File: src/rtl/control_sequencer.sv
`default_nettype none
// ============================================================================
// Module      : control_sequencer
// Description : One-hot control sequencer for the Harvard CPU. Latches the
//               instruction word, steps FETCH/EXEC1..3 per opcode, and
//               handles run, single-step, halt request and STP stop.
// Revision    : 1.0 - initial release
// ============================================================================
module control_sequencer #(
  parameter int IW = 8,
  parameter int CW = 16
) (
  input  logic          clk,
  input  logic          rst_n,
  input  logic          run,
  input  logic          step,
  input  logic          halt_req,
  input  logic          resume,
  input  logic [IW-1:0] instr_in,
  output logic [3:0]    state,
  output logic [3:0]    inst,
  output logic [IW-5:0] operand,
  output logic          busy,
  output logic          halted,
  output logic [CW-1:0] retired
);

  localparam logic [3:0] C_OP_STP = 4'b0010;
  localparam logic [3:0] C_OP_LDA = 4'b0011;
  localparam logic [3:0] C_OP_MUL = 4'b1101;
  localparam logic [3:0] C_OP_LDR = 4'b1110;

  typedef enum logic [3:0] {
    S_IDLE  = 4'b0000,
    S_FETCH = 4'b0001,
    S_EXEC1 = 4'b0010,
    S_EXEC2 = 4'b0100,
    S_EXEC3 = 4'b1000
  } state_t;

  state_t        r_state;
  state_t        w_state_nxt;
  logic          r_single;
  logic          w_single_nxt;
  logic [3:0]    r_inst;
  logic [IW-5:0] r_operand;
  logic          r_halted;
  logic          w_halt_set;
  logic [CW-1:0] r_retired;
  logic          w_len2;
  logic          w_len3;
  logic          w_last;
  logic          w_end_state;

  // Execute length is decided by the latched opcode, never by live memory data.
  always_comb begin
    w_len2 = (r_inst == C_OP_LDA) || (r_inst == C_OP_LDR);
    w_len3 = (r_inst == C_OP_MUL);
    w_last = ((r_state == S_EXEC1) && !w_len2 && !w_len3) ||
             ((r_state == S_EXEC2) && w_len2) ||
             (r_state == S_EXEC3);
  end

  // State and single-step flag register.
  always_ff @(posedge clk or negedge rst_n) begin
    if (!rst_n) begin
      r_state  <= S_IDLE;
      r_single <= 1'b0;
    end else begin
      r_state  <= w_state_nxt;
      r_single <= w_single_nxt;
    end
  end

  // Next-state logic; run and halt_req only matter at instruction boundaries.
  always_comb begin
    w_state_nxt  = r_state;
    w_single_nxt = r_single;
    w_halt_set   = 1'b0;
    w_end_state  = 1'b0;
    unique case (r_state)
      S_IDLE: begin
        if (!r_halted && (run || step)) begin
          w_state_nxt  = S_FETCH;
          w_single_nxt = !run;
        end
      end
      S_FETCH: w_state_nxt = S_EXEC1;
      S_EXEC1: begin
        if (w_last) w_end_state = 1'b1;
        else        w_state_nxt = S_EXEC2;
      end
      S_EXEC2: begin
        if (w_last) w_end_state = 1'b1;
        else        w_state_nxt = S_EXEC3;
      end
      S_EXEC3: w_end_state = 1'b1;
      default: w_state_nxt = S_IDLE;
    endcase
    if (w_end_state) begin
      if (r_inst == C_OP_STP) begin
        w_state_nxt = S_IDLE;
        w_halt_set  = 1'b1;
      end else if (r_single || halt_req || !run) begin
        w_state_nxt = S_IDLE;
      end else begin
        w_state_nxt = S_FETCH;
      end
    end
  end

  // Instruction register loads only on the FETCH->EXEC1 edge.
  always_ff @(posedge clk or negedge rst_n) begin
    if (!rst_n) begin
      r_inst    <= 4'b0000;
      r_operand <= '0;
    end else if (r_state == S_FETCH) begin
      r_inst    <= instr_in[IW-1:IW-4];
      r_operand <= instr_in[IW-5:0];
    end
  end

  // Sticky halt flag: STP completion takes priority over a same-cycle resume.
  always_ff @(posedge clk or negedge rst_n) begin
    if (!rst_n)          r_halted <= 1'b0;
    else if (w_halt_set) r_halted <= 1'b1;
    else if (resume)     r_halted <= 1'b0;
  end

  // Retired counter bumps on the edge leaving the last exec state, wrapping.
  always_ff @(posedge clk or negedge rst_n) begin
    if (!rst_n)      r_retired <= '0;
    else if (w_last) r_retired <= r_retired + CW'(1);
  end

  assign state   = r_state;
  assign inst    = r_inst;
  assign operand = r_operand;
  assign busy    = (r_state != S_IDLE);
  assign halted  = r_halted;
  assign retired = r_retired;

endmodule
`default_nettype wire

File: config.mk
export PLATFORM = sky130hd
export DESIGN_NAME = control_sequencer
export DESIGN_NICKNAME = d
export VERILOG_FILES = /design/src/rtl/control_sequencer.sv
export SDC_FILE = /design/constraint.sdc
export NUM_CORES = 1
export LEC_CHECK = 0
export CAP_MARGIN = 20
export CORE_MARGIN = 8
export CORE_UTILIZATION = 40
export DETAILED_ROUTE_END_ITERATION = 16
export PLACE_DENSITY = 0.71
export SYNTH_ARGS = -nofsm -noshare
export SYNTH_HDL_FRONTEND = slang
export SYNTH_SLANG_ARGS = --single-unit
File: constraint.sdc
create_clock -name clk -period 2.1 [get_ports clk]
set_input_delay 0.21 -clock clk [delete_from_list [all_inputs] [get_ports clk]]
set_output_delay 0.21 -clock clk [all_outputs]
set_load 0.005 [all_outputs]
==> out/qor.csv, run 1 <==
stage;metric;value;unit
clocking;Skew-Pair Late Insertion Delay;0.32;ns
sta;max-slew violation count;0;
sta;Final min period;1.759;ns
floorplan;I/O pin count;44;
route;Total Routed Length;3230;um
setup_path;worst endpoint required time;2.31;ns
global_routing;via count of the first global-routing pass;1175;
sta;worst-margin pin slew;0.3680;ns
synth;dominant cells by area after synthesis;dfrtp_1, xnor2_1, mux2_2, o2111ai_1, nor2_1;
synth;Cell variety after synth;30;
synth;net count after synthesis;129;
global_routing;first-pass GRT wire length;5430;um
setup_path;Critical path buffers and inverters;1;
place;I/O Buffers;43;
clocking;CTS root buffer;clkbuf_4;
power_and_ir_drop;Pleak;0.7700;nW
synth;post-synth top area share;0.5430;
route;DRT iter0 DRCs;44;
clocking;Clock Tree Buf Depth;2;
final_layout;Nets;179;
floorplan;Die Width;74.79;um
sta;RSZ-0062 raised after global routing;false;
job;Max-Cap Viols;0;
clocking;CTS Sinks;30;
sta;Hold Vio Cnt, Final;0;
synth;synth warn;0;
setup_path;r2r endpoint;retired[15];
run_status;run status;complete, no violations;
setup_path;critical path's largest stage delay;0.44;ns
route;met2 wire length;1662;um
place;Placer Congestion;0.8091;
route;M1 wire length;1305;um
min_path;Hold WC Path Type;input port to asynchronous set/reset pin;
final_layout;Filler Cells Inserted;295;
sta;final clock skew;0.006926;ns
sta;f_max;0.5684;GHz
power_and_ir_drop;Max IR drop VDD;0.0005688;V
route;Antenna Violating Nets Remaining;0;
setup_path;Top Family by Delay on Critical Path;flip-flops;
final_layout;proportion of layout cells with a drive suffix above 1;0.1350;
setup_path;critical path capture point type;flop;
clocking;postcts setup bufs;0;
synth;synthesized area;0.001383;mm2
sta;Post-Route Setup TNS;0;ns
setup_path;critical path cell sequence;and4b_1 -> a31o_2 -> nor3_4 -> buf_4 -> o2111ai_1 -> xnor2_1;
final_layout;Layout area overhead;39.37;%
synth;sequential share of the synthesized area;0.5430;
global_routing;initial antenna violation count;0;
final_layout;multi-input logic area;599.3;um2
floorplan;placement row count;21;
clocking;H-tree levels;2;
route;average wire per standard cell;15.45;um
power_and_ir_drop;Pwr Density;1150;mW/mm2
setup_path;Arr. time, crit path;1.97;ns
floorplan;Core ar.;0.003337;mm2
synth;top cell type by total area after synthesis;dfrtp_1;
global_routing;GRT Resource Usage Total;0.1282;
global_routing;total gr overflow;0;
setup_path;CP startpoint kind;flop;
floorplan;DIE HEIGHT;74.79;um
setup_path;R2R Setup Slk;0.34;ns
setup_path;crit path from;inst[1];
route;drt drc;0;
synth;Synth Register Bits;30;
final_layout;post-route cell area;0.001927;mm2
setup_path;critical path fanouts, max;14;
setup_path;critical path type;flop to flop;
clocking;post-CTS sizing;0;
floorplan;area of the die;0.005594;mm2
route;via/cell ratio;5.215;
place;Placement Cell Area;0.001876;mm2
clocking;CTS tree;built;
floorplan;initial core utilization;0.4143;
route;uppermost layer routed;met4;
final_layout;commonest non-fill, non-tap cells in the layout;clkdlybuf4s50_1, dfrtp_1, xnor2_1;
setup_path;R2R cell count;6;
clocking;clock-pin slew on the worst setup and hold paths;0.09;ns
synth;Syn Inst Count;114;
route;Initial DRT Pass Iterations;4;
setup_path;Worst path slowest cell;dfrtp_1;
global_routing;largest net degree at the start of global routing;31;
final_layout;Reg area;750.7;um2
sta;max_slew headroom;0.7547;
setup_path;FF-to-FF Start;inst[1];
sta;period utilization;0.8377;
final_layout;Antenna Cells;0;
synth;synthesized area per cell;12.13;um2
route;metal3 WL;191;um
clocking;Hold-fix buffers, CTS;0;
power_and_ir_drop;Power Total;2.216;mW
place;DP HPWL;2459;um
route;via count of the routed design;1090;
final_layout;most common cell after layout, fill and taps aside;clkdlybuf4s50_1;
clocking;Num CTS Buffers;5;
sta;count of final setup violators;0;
==> layer usage <==
metal,vias to the layer above,track usage
met5,-,0
met4,0,0.07174
met3,7,0.04394
met2,30,0.2052
met1,530,0.1463
li1,523,-
==> flip-flops by register name, summed over array words and instances (netlist names) <==
name / count
halted: 1
inst: 4
operand: 4
r_single: 1
retired: 16
state: 4
==> worst max-delay path by stage <==
stage,to,slack [ns],cells past startpoint
detailed placement,retired[15],0.35,6
global placement,retired[15],0.39,6
finish,retired[15],0.34,6
global route,retired[13],0.20,6
CTS,busy,0.33,3
floorplan,retired[11],0.43,6
==> layout make-up <==
type	instances	share of cell area
clock buffer	6	0.02662
inverter	2	0.003896
multi-input combinational	78	0.3110
sequential	30	0.3896
tap	46	0.02987
timing repair buffer	47	0.2390
==> report_power, final <==
part	total [mW]	internal, mW	switching [mW]
clock	0.327	0.150	0.176
combinational	0.945	0.581	0.364
sequential	0.944	0.746	0.198
total	2.22	1.48	0.738
==> cell families (layout without fill, tap and decap cells) <==
| kind of cell | after synthesis | after routing | share of synthesized area |
|---|---|---|---|
| flip-flops | 30 | 30 | 0.5430 |
| XOR/XNOR | 15 | 15 | 0.09503 |
| buffers and inverters | 6 | 55 | 0.02353 |
| AO/OA/AOI/OAI | 20 | 20 | 0.1059 |
| AND/OR/NAND/NOR | 33 | 33 | 0.1502 |
| adder cells (fa/ha/maj) | 1 | 1 | 0.009048 |
| multiplexers | 9 | 9 | 0.07331 |
==> cells in the mapped netlist <==
master and n:
nand4b_1 1, o21ai_1 1, nand3_1 5, xnor2_1 15
inv_1 2, nor2_1 9, and4_1 1, o21ai_0 3
a31o_2 1, nand2_1 1, o2111ai_1 8, buf_2 2
a21oi_1 1, nand3b_1 3, nor3_4 1, and4b_1 2
dfrtp_1 30, o22ai_1 1, buf_6 1, and2_1 1
o21bai_1 1, nor4_1 1, nor3_1 2, nor4b_2 1
a31oi_1 1, mux2_2 9, and3_1 5, o211ai_1 3
clkbuf_1 1, ha_1 1
==> per-stage QoR <==
stage	std cells	worst slack, ns	utilization	hold slack [ns]
final	209	0.3408	0.5774	0.2684
after global routing	209	0.1973	0.5774	0.3136
after CTS	209	0.3299	0.5774	0.2831
after detailed placement	203	0.3520	0.5621	0.4655
after global placement	203	0.3918	0.5621	0.4651
after floorplan	114	0.4309	-	-0.08559
Power figures use the tool's default switching activity.
==> inputs of run 2 (changes only) <==
--- a/config.mk
+++ b/config.mk
@@ -9,7 +9,7 @@
 export CORE_MARGIN = 8
 export CORE_UTILIZATION = 40
 export DETAILED_ROUTE_END_ITERATION = 16
-export PLACE_DENSITY = 0.71
+export PLACE_DENSITY = 0.73
 export SYNTH_ARGS = -nofsm -noshare
 export SYNTH_HDL_FRONTEND = slang
 export SYNTH_SLANG_ARGS = --single-unit
==> constraint.sdc (replaced) <==
create_clock -name clk -period 1.6 [get_ports clk]
set_input_delay 0.16 -clock clk [delete_from_list [all_inputs] [get_ports clk]]
set_output_delay 0.16 -clock clk [all_outputs]
set_load 0.005 [all_outputs]
==> out/qor.csv, run 2 (synthesized netlist as in run 1, its figures left out) <==
stage;metric;value;unit;change
clocking;Skew-Pair Late Insertion Delay;0.33;ns;was 0.32 ns
setup_path;critical path cell sequence;and4b_1 -> a31o_2 -> nor3_4 -> buf_12 -> o2111ai_1 -> xnor2_1;;was and4b_1 -> a31o_2 -> nor3_4 -> buf_4 -> o2111ai_1 -> xnor2_1
final_layout;Antenna Cells;0;;unchanged
global_routing;initial antenna violation count;0;;unchanged
min_path;Hold WC Path Type;input port to asynchronous set/reset pin;;unchanged
global_routing;via count of the first global-routing pass;1327;;was 1175
route;Total Routed Length;3781;um;was 3230 um
setup_path;R2R cell count;6;;unchanged
route;drt drc;0;;unchanged
setup_path;critical path fanouts, max;14;;unchanged
final_layout;Layout area overhead;54.30;%;was 39.37%
clocking;CTS tree;built;;unchanged
clocking;Clock Tree Buf Depth;2;;unchanged
sta;max-slew violation count;0;;unchanged
final_layout;proportion of layout cells with a drive suffix above 1;0.2747;;was 0.1350
sta;worst-margin pin slew;0.3790;ns;was 0.3680 ns
place;Placer Congestion;0.7443;;was 0.8091
sta;period utilization;1.034;;was 0.8377
sta;Hold Vio Cnt, Final;0;;unchanged
sta;max_slew headroom;0.7474;;was 0.7547
clocking;CTS root buffer;clkbuf_4;;unchanged
sta;RSZ-0062 raised after global routing;true;;was false
power_and_ir_drop;Pleak;0.8949;nW;was 0.7700 nW
global_routing;largest net degree at the start of global routing;31;;unchanged
clocking;clock-pin slew on the worst setup and hold paths;0.10;ns;was 0.09 ns
route;via/cell ratio;5.263;;was 5.215
sta;slack of the critical path;-0.05464;ns;was 0.3408 ns
route;via count of the routed design;1200;;was 1090
floorplan;I/O pin count;44;;unchanged
route;Initial DRT Pass Iterations;4;;unchanged
setup_path;crit path from;inst[3];;was inst[1]
power_and_ir_drop;Power Total;3.315;mW;was 2.216 mW
sta;Post-Route Setup TNS;-0.3089;ns;was 0 ns
final_layout;most common cell after layout, fill and taps aside;clkdlybuf4s50_1;;unchanged
sta;final clock skew;0.008884;ns;was 0.006926 ns
place;I/O Buffers;43;;unchanged
place;placed cells;219;;was 203
job;Max-Cap Viols;0;;unchanged
place;DP HPWL;2857;um;was 2459 um
floorplan;DIE HEIGHT;74.79;um;unchanged
run_status;run status;finished with violations;;was complete, no violations
global_routing;total gr overflow;0;;unchanged
final_layout;commonest non-fill, non-tap cells in the layout;clkdlybuf4s50_1, dfrtp_1, buf_4;;was clkdlybuf4s50_1, dfrtp_1, xnor2_1
floorplan;placement row count;21;;unchanged
setup_path;critical path capture point type;flop;;unchanged
floorplan;initial core utilization;0.4143;;unchanged
power_and_ir_drop;Max IR drop VDD;0.0009433;V;was 0.0005688 V
run_status;failing checks;negative setup slack;;
floorplan;Die Width;74.79;um;unchanged
floorplan;area of the die;0.005594;mm2;unchanged
floorplan;Core ar.;0.003337;mm2;unchanged
power_and_ir_drop;Pwr Density;1554;mW/mm2;was 1150 mW/mm2
setup_path;Worst path slowest cell;dfrtp_1;;unchanged
sta;f_max;0.6044;GHz;was 0.5684 GHz
setup_path;stages on the worst setup path;6;;unchanged
route;DRT iter0 DRCs;48;;was 44
route;Antenna Violating Nets Remaining;0;;unchanged
route;average wire per standard cell;16.58;um;was 15.45 um
sta;WHS;0.1967;ns;was 0.2684 ns
setup_path;FF-to-FF Start;inst[3];;was inst[1]
sta;count of final setup violators;10;;was 0
final_layout;Nets;196;;was 179
clocking;CTS Sinks;30;;unchanged
setup_path;worst endpoint required time;1.83;ns;was 2.31 ns
setup_path;Arr. time, crit path;1.88;ns;was 1.97 ns
sta;Final min period;1.655;ns;was 1.759 ns
global_routing;first-pass GRT wire length;6168;um;was 5430 um
setup_path;critical path's largest stage delay;0.41;ns;was 0.44 ns
clocking;H-tree levels;2;;unchanged
final_layout;max reg flops;16;;unchanged
setup_path;Critical path buffers and inverters;1;;unchanged
setup_path;CP startpoint kind;flop;;unchanged
setup_path;critical path type;flop to flop;;unchanged
global_routing;GRT Resource Usage Total;0.1472;;was 0.1282
setup_path;Top Family by Delay on Critical Path;flip-flops;;unchanged
final_layout;fin cells;228;;was 209
clocking;Num CTS Buffers;5;;unchanged
run 2: cell count changes in the layout (fill, tap and decap cells not counted), sizes merged:
| cell | before | now |
|---|---|---|
| buf | 4 | 21 |
| clkdlybuf4s50 | 43 | 40 |
| dlymetal6s2s | 0 | 2 |
| clkbuf | 6 | 7 |
| clkinv | 0 | 1 |
| dlygate4sd2 | 0 | 1 |
run 2: power breakdown:
group / switching [mW] / internal, mW / total [mW]
Sequential: 0.182 / 0.981 / 1.16
Combinational: 0.705 / 0.972 / 1.68
Clock: 0.262 / 0.213 / 0.475
Total: 1.15 / 2.17 / 3.32
run 2: final timing paths:
| kind | to | slack [ns] |
|---|---|---|
| worst max-delay path | retired[11] | -0.05 |
| worst min-delay path | retired[11] | 0.20 |
| worst max register to register | retired[11] | -0.05 |
| worst min register to register | retired[15] | 0.47 |
| max in group asynchronous | state[1] | 1.10 |
| min in group clk | operand[3] | 0.43 |
run 2: final cells by class:
cell class,instances,area [um2]
Clock buffer,7,55.05
Clock inverter,1,5.005
Fill cell,290,1204
Inverter,2,7.507
Multi-Input combinational cell,78,654.4
Sequential cell,30,752.0
Tap cell,46,57.56
Timing Repair Buffer,64,601.8
run 2: layer usage:
metal	track usage	vias to the layer above	wire length, um
met5	0	-	0
met4	0.07609	0	79
met3	0.08921	7	438
met2	0.2401	56	1792
met1	0.1433	583	1470
li1	-	554	-
run 2: per-stage QoR:
step                utilization  cell area (um2)  setup slack, ns
detailed placement       0.6085             2031         -0.05441
finish                   0.6393             2133         -0.05464
CTS                      0.6295             2101         -0.05446
global route             0.6393             2133          -0.1627
floorplan                     -             1405         -0.01758
global placement         0.6085             2031          0.02847
run 2: worst reg2reg max path, delay by kind of cell (launching register included):
kind	cells	cell delay (ns)
DFF	1	0.41
AOI/OAI and AO/OA	2	0.40
and+or+nand+nor	2	0.39
buffers and inverters	1	0.17
xor gates and xnor gates	1	0.16
run 2: timing repair:
item,in CTS,in global routing
resized for setup,4,7
cloned,0,1
hold buffers,0,0
setup endpoints to repair,11,29
buffers inserted,0,0
